### src/rtl/dmem_arbiter.sv
// Two-requester round-robin arbiter in front of a single-ported data memory.
// Optional grant-hold (lock) support is compiled in with `define DMEM_ARB_LOCK_EN.
module dmem_arbiter (
  input  logic        clk,
  input  logic        areset,
  input  logic        m0_req,
  input  logic        m0_we,
  input  logic [31:0] m0_addr,
  input  logic [31:0] m0_wdata,
  input  logic        m0_lock,
  output logic        m0_gnt,
  output logic        m0_done,
  output logic [31:0] m0_rdata,
  input  logic        m1_req,
  input  logic        m1_we,
  input  logic [31:0] m1_addr,
  input  logic [31:0] m1_wdata,
  input  logic        m1_lock,
  output logic        m1_gnt,
  output logic        m1_done,
  output logic [31:0] m1_rdata,
  output logic        mem_we,
  output logic [31:0] mem_addr,
  output logic [31:0] mem_wd,
  input  logic [31:0] mem_rd
);

  typedef enum logic [1:0] {
    IDLE   = 2'd0,
    ACCESS = 2'd1,
    RESP   = 2'd2
  } state_t;

  state_t            state_reg, state_next;
  logic [1:0]        req, we_in, lock_in;
  logic [1:0][31:0]  addr_in, wdata_in;
  logic              win_reg, last_reg, we_reg;
  logic [31:0]       addr_reg, wdata_reg;
  logic [1:0]        elig;
  logic              arb_go, pick, lock_hold, in_access;
  logic [1:0]        gnt, done;
  logic [1:0][31:0]  rdata_out;

  assign req      = {m1_req, m0_req};
  assign we_in    = {m1_we, m0_we};
  assign lock_in  = {m1_lock, m0_lock};
  assign addr_in  = {m1_addr, m0_addr};
  assign wdata_in = {m1_wdata, m0_wdata};

`ifdef DMEM_ARB_LOCK_EN
  localparam logic [2:0] LOCK_MAX = 3'd4;
  logic [2:0] lock_cnt_reg;

  // The completing requester keeps the bus only while its locked-grant budget lasts.
  assign lock_hold = (state_reg == RESP) && req[win_reg] && lock_in[win_reg] &&
                     (lock_cnt_reg != LOCK_MAX);

  always_ff @(posedge clk) begin
    if (areset) begin
      lock_cnt_reg <= '0;
    end else if (arb_go) begin
      lock_cnt_reg <= lock_hold ? lock_cnt_reg + 3'd1 : 3'd0;
    end
  end
`else
  logic unused_lock;
  assign lock_hold   = 1'b0;
  assign unused_lock = ^lock_in;
`endif

  always_comb begin
    elig       = '0;
    state_next = state_reg;
    // In RESP the finishing requester still holds req, so mask it out.
    if (state_reg == IDLE) begin
      elig = req;
    end else if (state_reg == RESP) begin
      elig = req;
      if (!lock_hold) begin
        elig[win_reg] = 1'b0;
      end
    end
    arb_go = |elig;
    if (lock_hold) begin
      pick = win_reg;
    end else if (&elig) begin
      pick = ~last_reg;
    end else begin
      pick = elig[1];
    end
    case (state_reg)
      IDLE:    state_next = arb_go ? ACCESS : IDLE;
      ACCESS:  state_next = RESP;
      RESP:    state_next = arb_go ? ACCESS : IDLE;
      default: state_next = IDLE;
    endcase
  end

  always_ff @(posedge clk) begin
    if (areset) begin
      state_reg <= IDLE;
      last_reg  <= 1'b1;
      win_reg   <= 1'b0;
      we_reg    <= 1'b0;
      addr_reg  <= '0;
      wdata_reg <= '0;
    end else begin
      state_reg <= state_next;
      if (arb_go) begin
        win_reg   <= pick;
        last_reg  <= pick;
        we_reg    <= we_in[pick];
        addr_reg  <= addr_in[pick];
        wdata_reg <= wdata_in[pick];
      end
    end
  end

  genvar gi;
  generate
    for (gi = 0; gi < 2; gi = gi + 1) begin : g_port
      logic [31:0] rdata_reg;

      always_ff @(posedge clk) begin
        if (areset) begin
          rdata_reg <= '0;
        end else if ((state_reg == ACCESS) && (win_reg == 1'(gi)) && !we_reg) begin
          rdata_reg <= mem_rd;
        end
      end

      assign gnt[gi]       = !areset && (state_reg == ACCESS) && (win_reg == 1'(gi));
      assign done[gi]      = !areset && (state_reg == RESP) && (win_reg == 1'(gi));
      assign rdata_out[gi] = areset ? '0 : rdata_reg;
    end
  endgenerate

  assign m0_gnt   = gnt[0];
  assign m1_gnt   = gnt[1];
  assign m0_done  = done[0];
  assign m1_done  = done[1];
  assign m0_rdata = rdata_out[0];
  assign m1_rdata = rdata_out[1];

  // Reset masks the bus so an abandoned write never reaches memory.
  assign in_access = !areset && (state_reg == ACCESS);
  assign mem_we    = in_access && we_reg;
  assign mem_addr  = in_access ? addr_reg : '0;
  assign mem_wd    = in_access ? wdata_reg : '0;

endmodule
### config.mk
export PLATFORM = sky130hd
export DESIGN_NAME = dmem_arbiter
export DESIGN_NICKNAME = d
export VERILOG_FILES = /design/src/rtl/dmem_arbiter.sv
export SDC_FILE = /design/constraint.sdc
export NUM_CORES = 1
export LEC_CHECK = 0
export CORE_MARGIN = 2
export CORE_UTILIZATION = 41
export DETAILED_ROUTE_END_ITERATION = 10
export PLACE_DENSITY = 0.91
export SETUP_SLACK_MARGIN = 0.05
export SLEW_MARGIN = 25
export SYNTH_ARGS = -nofsm -noshare
export SYNTH_HDL_FRONTEND = slang
export SYNTH_SLANG_ARGS = --single-unit
### constraint.sdc
create_clock -name clk -period 2.04 [get_ports clk]
set_input_delay 0.204 -clock clk [delete_from_list [all_inputs] [get_ports clk]]
set_output_delay 0.204 -clock clk [all_outputs]
set_load 0.05 [all_outputs]
== After elaboration in Yosys (flattened, before gate mapping) ==
Index checks and enable logic that the tools add are counted.

* Flip-flop bits (word level): 133
* Input port bits: 168
* Output and inout bits: 133
* Logic and storage cells: 52

* $lt $le $gt $ge: 3
* Eq/ne operators: 2
* Multiplexer cells: 17
* Bitwise gates (word level): 4
* Reduce and logical (&&, ||, !) cells: 18

{| class="wikitable"
|+ Operator list
! cell !! count
|-
| $mux 32 || 8
|-
| $logic_and 1x1->1 || 12
|-
| $mux 1 || 5
|-
| $lt 1x2->1 const B || 2
|-
| $mux 2 || 2
|-
| $pmux 2 s2 || 1
|-
| $reduce_or 2->1 || 2
|-
| $and 2x2->2 || 1
|-
| $eq 2x1->1 const B || 1
|-
| $eq 2x2->1 const B || 1
|-
| $logic_not 1->1 || 2
|-
| $logic_not 2->1 || 1
|-
| $not 1->1 || 2
|-
| $not 2->2 || 1
|-
| $reduce_and 2->1 || 1
|-
| $demux 1 s1 || 1
|-
| $ge 1x1->1 const B || 1
|}

== Logic depth before layout (Yosys ltp) ==
* Depth in word-level cells: 12
* Depth in mapped cells: 6
* Gate-level depth less buffers: 4

== Worst setup path before layout ==
Ideal clock, no wire load.

* Path kind: input to output
* From: input areset
* To: output m0_gnt
* Arrival: 1863 ps
* Required time: 1836 ps
* Setup slack: -27 ps
* Stages: 4
* Path buffers: 3
* Path through: clkbuf_1 clkbuf_1 clkbuf_1 nor3_1

* Word-level cells in the longest chain between the ends: 3

{| class="wikitable"
|+ Ends and longest elaborated chain
! element !! RTL line !! source
|-
| start: declaration || 5 || <nowiki>input logic areset,</nowiki>
|-
| $logic_not 1->1 || 132 || <nowiki>assign gnt[gi] = !areset && (state_reg == ACCESS) && (win_reg == 1'(gi));</nowiki>
|-
| $logic_and 1x1->1 (2 in a row) || 132 ||
|-
| end: declaration || 11 || <nowiki>output logic m0_gnt,</nowiki>
|}

No other way between the ends.

== Worst setup path after layout ==
* From: register state_reg[1]
* To: output mem_wd[26]

* Word-level cells in the longest chain between the ends: 3

{| class="wikitable"
|+ Ends and longest elaborated chain
! element !! RTL line !! source
|-
| start: declaration || 34 || <nowiki>state_t state_reg, state_next;</nowiki>
|-
| start signal: assignment || 108 || <nowiki>state_reg <= state_next;</nowiki>
|-
| $eq 2x1->1 || 146 || <nowiki>assign in_access = !areset && (state_reg == ACCESS);</nowiki>
|-
| $logic_and 1x1->1 || 146 ||
|-
| $mux 32 || 149 || <nowiki>assign mem_wd = in_access ? wdata_reg : '0;</nowiki>
|-
| end: declaration || 24 || <nowiki>output logic [31:0] mem_wd,</nowiki>
|}

No other way between the ends.

==> results.json <==
{
  "outcome": "finished clean",
  "timing.fmax_ghz": 0.515,
  "areaGrowthSynthToFinish_pct": 75.2,
  "dr.pass1.iters": 5,
  "fin_crit_ns": 1.94,
  "design_area_um2": 10600,
  "synthAdderAreaFrac_pct": 0,
  "crit_start": "state_reg[1]",
  "grt_pass1_wl_mm": 32.2,
  "cts_buffer_depth": 2,
  "die_h_um": 126,
  "reg2reg_depth": 6,
  "worstReg2RegStart": "state_reg[1]",
  "die_x_um": 126,
  "r2r-end": "g_port[1].rdata_reg[4]",
  "final_cell_mix": "261 x nand2_1, 182 x clkdlybuf4s50_1, 131 x dfxtp_1, 77 x buf_12, 68 x nor2_1",
  "crit_arrival_ns": 1.74,
  "relSlewSlack_pct": 64.0,
  "rsz0062_at_grt": "yes",
  "rrSetupSlack_ns": 0.28,
  "num_io_pins": 301,
  "grt_overflow": 0,
  "track_usage_pct": 25.7,
  "hpwl_mm": 13.8,
  "yosys.area_share.simple_pct": 35.6,
  "final_antenna_net_count": 0,
  "cts.sinks": 133,
  "worstMarginPinSlew_ns": 0.538,
  "synth_top_family_by_area": "simple AND/OR/NAND/NOR gates",
  "syn_inst": 812,
  "yosysUniqueCellTypes": 22,
  "clk_pin_slew_ns": 0.06,
  "synth-compound-area-share_pct": 15.1,
  "setup_tns_ns": 0,
  "crit_required_ns": 1.84,
  "cap_violations": 0,
  "synth_fp_nets": 980,
  "cp_max_fo": 17,
  "finalCritPeriodShare_pct": 95.2,
  "finalMaxSlewViolations": 0,
  "end_kind": "output pin",
  "yosysSeqAreaShare_pct": 44.0,
  "syn_area_um2": 6060,
  "avgSynthCellArea_um2": 7.46,
  "fillers": 1013,
  "synth_xor_area_share_pct": 0,
  "h-tree-depth": 4,
  "power.density_nw_per_um2": 754,
  "worst_slack_ns": 0.0977,
  "n_antenna_cell": 0,
  "postPlaceCellArea_um2": 9780,
  "final_common_cell": "nand2_1",
  "grt_start_max_net_pins": 119,
  "vias": 6620,
  "grt_pass1_vias": 6420,
  "core_um2": 14500,
  "hold_ws_ns": 0.179,
  "regArea_um2": 2670,
  "synthMuxAreaShare_pct": 0.165,
  "routed_via_density": 5.19,
  "yosys_warnings": 0,
  "cp-start-kind": "flip-flop",
  "multi_input_area_um2": 3170,
  "place_inst": 1239,
  "cts-root-buf": "clkbuf_16",
  "rows": 44,
  "fin_cells": 1276,
  "clk_latency_ns": 0.42,
  "cts_buffers": 17,
  "antenna_found_initial": 0,
  "skew_ns": 0.00634,
  "routabilityCongestion": 0.823,
  "preCtsSetupSlack_ns": -0.0788,
  "largest_reg_flops": 64,
  "wl_per_cell_um": 16.1,
  "drt_iter0_drc": 395,
  "port_buffers": 298,
  "cellLeakagePower_nw": 4.24,
  "wirelength_mm": 20.6,
  "endpoint": "mem_wd[26]",
  "tritoncts": "built",
  "drc": 0,
  "ys_seq_elements": 133,
  "final_layout_size_suffix_gt1_share_pct": 18.2,
  "critical_path_class": "reg -> out",
  "timing_hold_violations_final": 0,
  "die_area_um2": 15800,
  "hp-class": "in -> reg",
  "setup_viol": 0,
  "nNetsFinal": 1248,
  "peakVddDrop_v": 0.000557,
  "start_util_pct": 41.8
}
-- worst min path at each step --
stage                                  startpoint                 endpoint  slack [ns]  cells past startpoint
final                                      areset  g_port[0].rdata_reg[23]        0.18                      2
after global routing                       areset  g_port[0].rdata_reg[23]        0.19                      2
after CTS                                  areset  g_port[0].rdata_reg[27]        0.17                      2
after detailed placement  g_port[0].rdata_reg[11]  g_port[0].rdata_reg[11]        0.44                      2
after global placement    g_port[0].rdata_reg[14]  g_port[0].rdata_reg[14]        0.44                      2
after floorplan                         mem_rd[0]   g_port[0].rdata_reg[0]        0.34                      2
-- stage by stage --
stage	util, %	total power, mW
after floorplan	-	3.87
after global placement	67.6	4.60
after detailed placement	67.6	4.66
after CTS	72.9	8.04
after global routing	73.3	8.34
final	73.3	8.00
-- logic make-up (layout without fill, tap and decap cells) --
kind of cell,Yosys count,in the layout
AND/OR/NAND/NOR,474,474
AO/OA/AOI/OAI,132,132
multiplexers,1,1
flip-flops,133,133
buffers and inverters,72,352
-- report_power, final --
group	internal, mW	leakage, nW	total [mW]	switching [mW]
Clock	2.16	0.306	3.32	1.16
Sequential	2.83	1.09	2.95	0.118
Combinational	0.825	2.84	1.74	0.910
-- worst max-delay path, stage by stage (launching register included) --
cell and delay (ns):
dfxtp_2 0.36, nand2b_4 0.16, nor2_4 0.14, buf_4 0.14, buf_12 0.15, and2_1 0.21
buf_12 0.15
-- layer usage --
| metal | global-route usage (%) | wire length, um | up-vias |
|---|---|---|---|
| met5 | 0 | 0 | - |
| met4 | 13.0 | 746 | 0 |
| met3 | 7.49 | 1490 | 53 |
| met2 | 45.8 | 10800 | 284 |
| met1 | 27.7 | 7560 | 3068 |
| li1 | - | - | 3215 |
-- timing repair --
item	in CTS	in global routing
gates cloned	3	0
resized for setup	10	23
pin swaps	1	0
setup endpoints to repair	66	48
hold buffers	0	0
setup buffers	3	0
-- cells in the mapped netlist, drive strengths merged --
library cell | instances | area, um^2
buf | 27 | 148
nor2b | 65 | 407
a311oi | 65 | 569
nand2b | 2 | 12.5
nand3b | 2 | 15.0
nand2 | 261 | 980
a211oi | 1 | 12.5
nor3b | 1 | 12.5
nand4b | 1 | 8.76
nor2 | 69 | 259
and4b | 1 | 10.0
mux2i | 1 | 10.0
o21ai | 1 | 5.00
and3 | 1 | 6.26
a21oi | 65 | 325
dfxtp | 133 | 2660
and2 | 67 | 419
or3 | 1 | 6.26
or3b | 1 | 8.76
clkbuf | 45 | 169
nor3 | 2 | 10.0
-- area by class of cell --
class,instances,share of cell area [%]
Timing Repair Buffer,321,36.8
Multi-Input combinational cell,607,29.9
Sequential cell,133,25.1
Clock buffer,18,4.04
Tap cell,184,2.17
Clock inverter,13,1.95
Power figures use the tool's default switching activity.
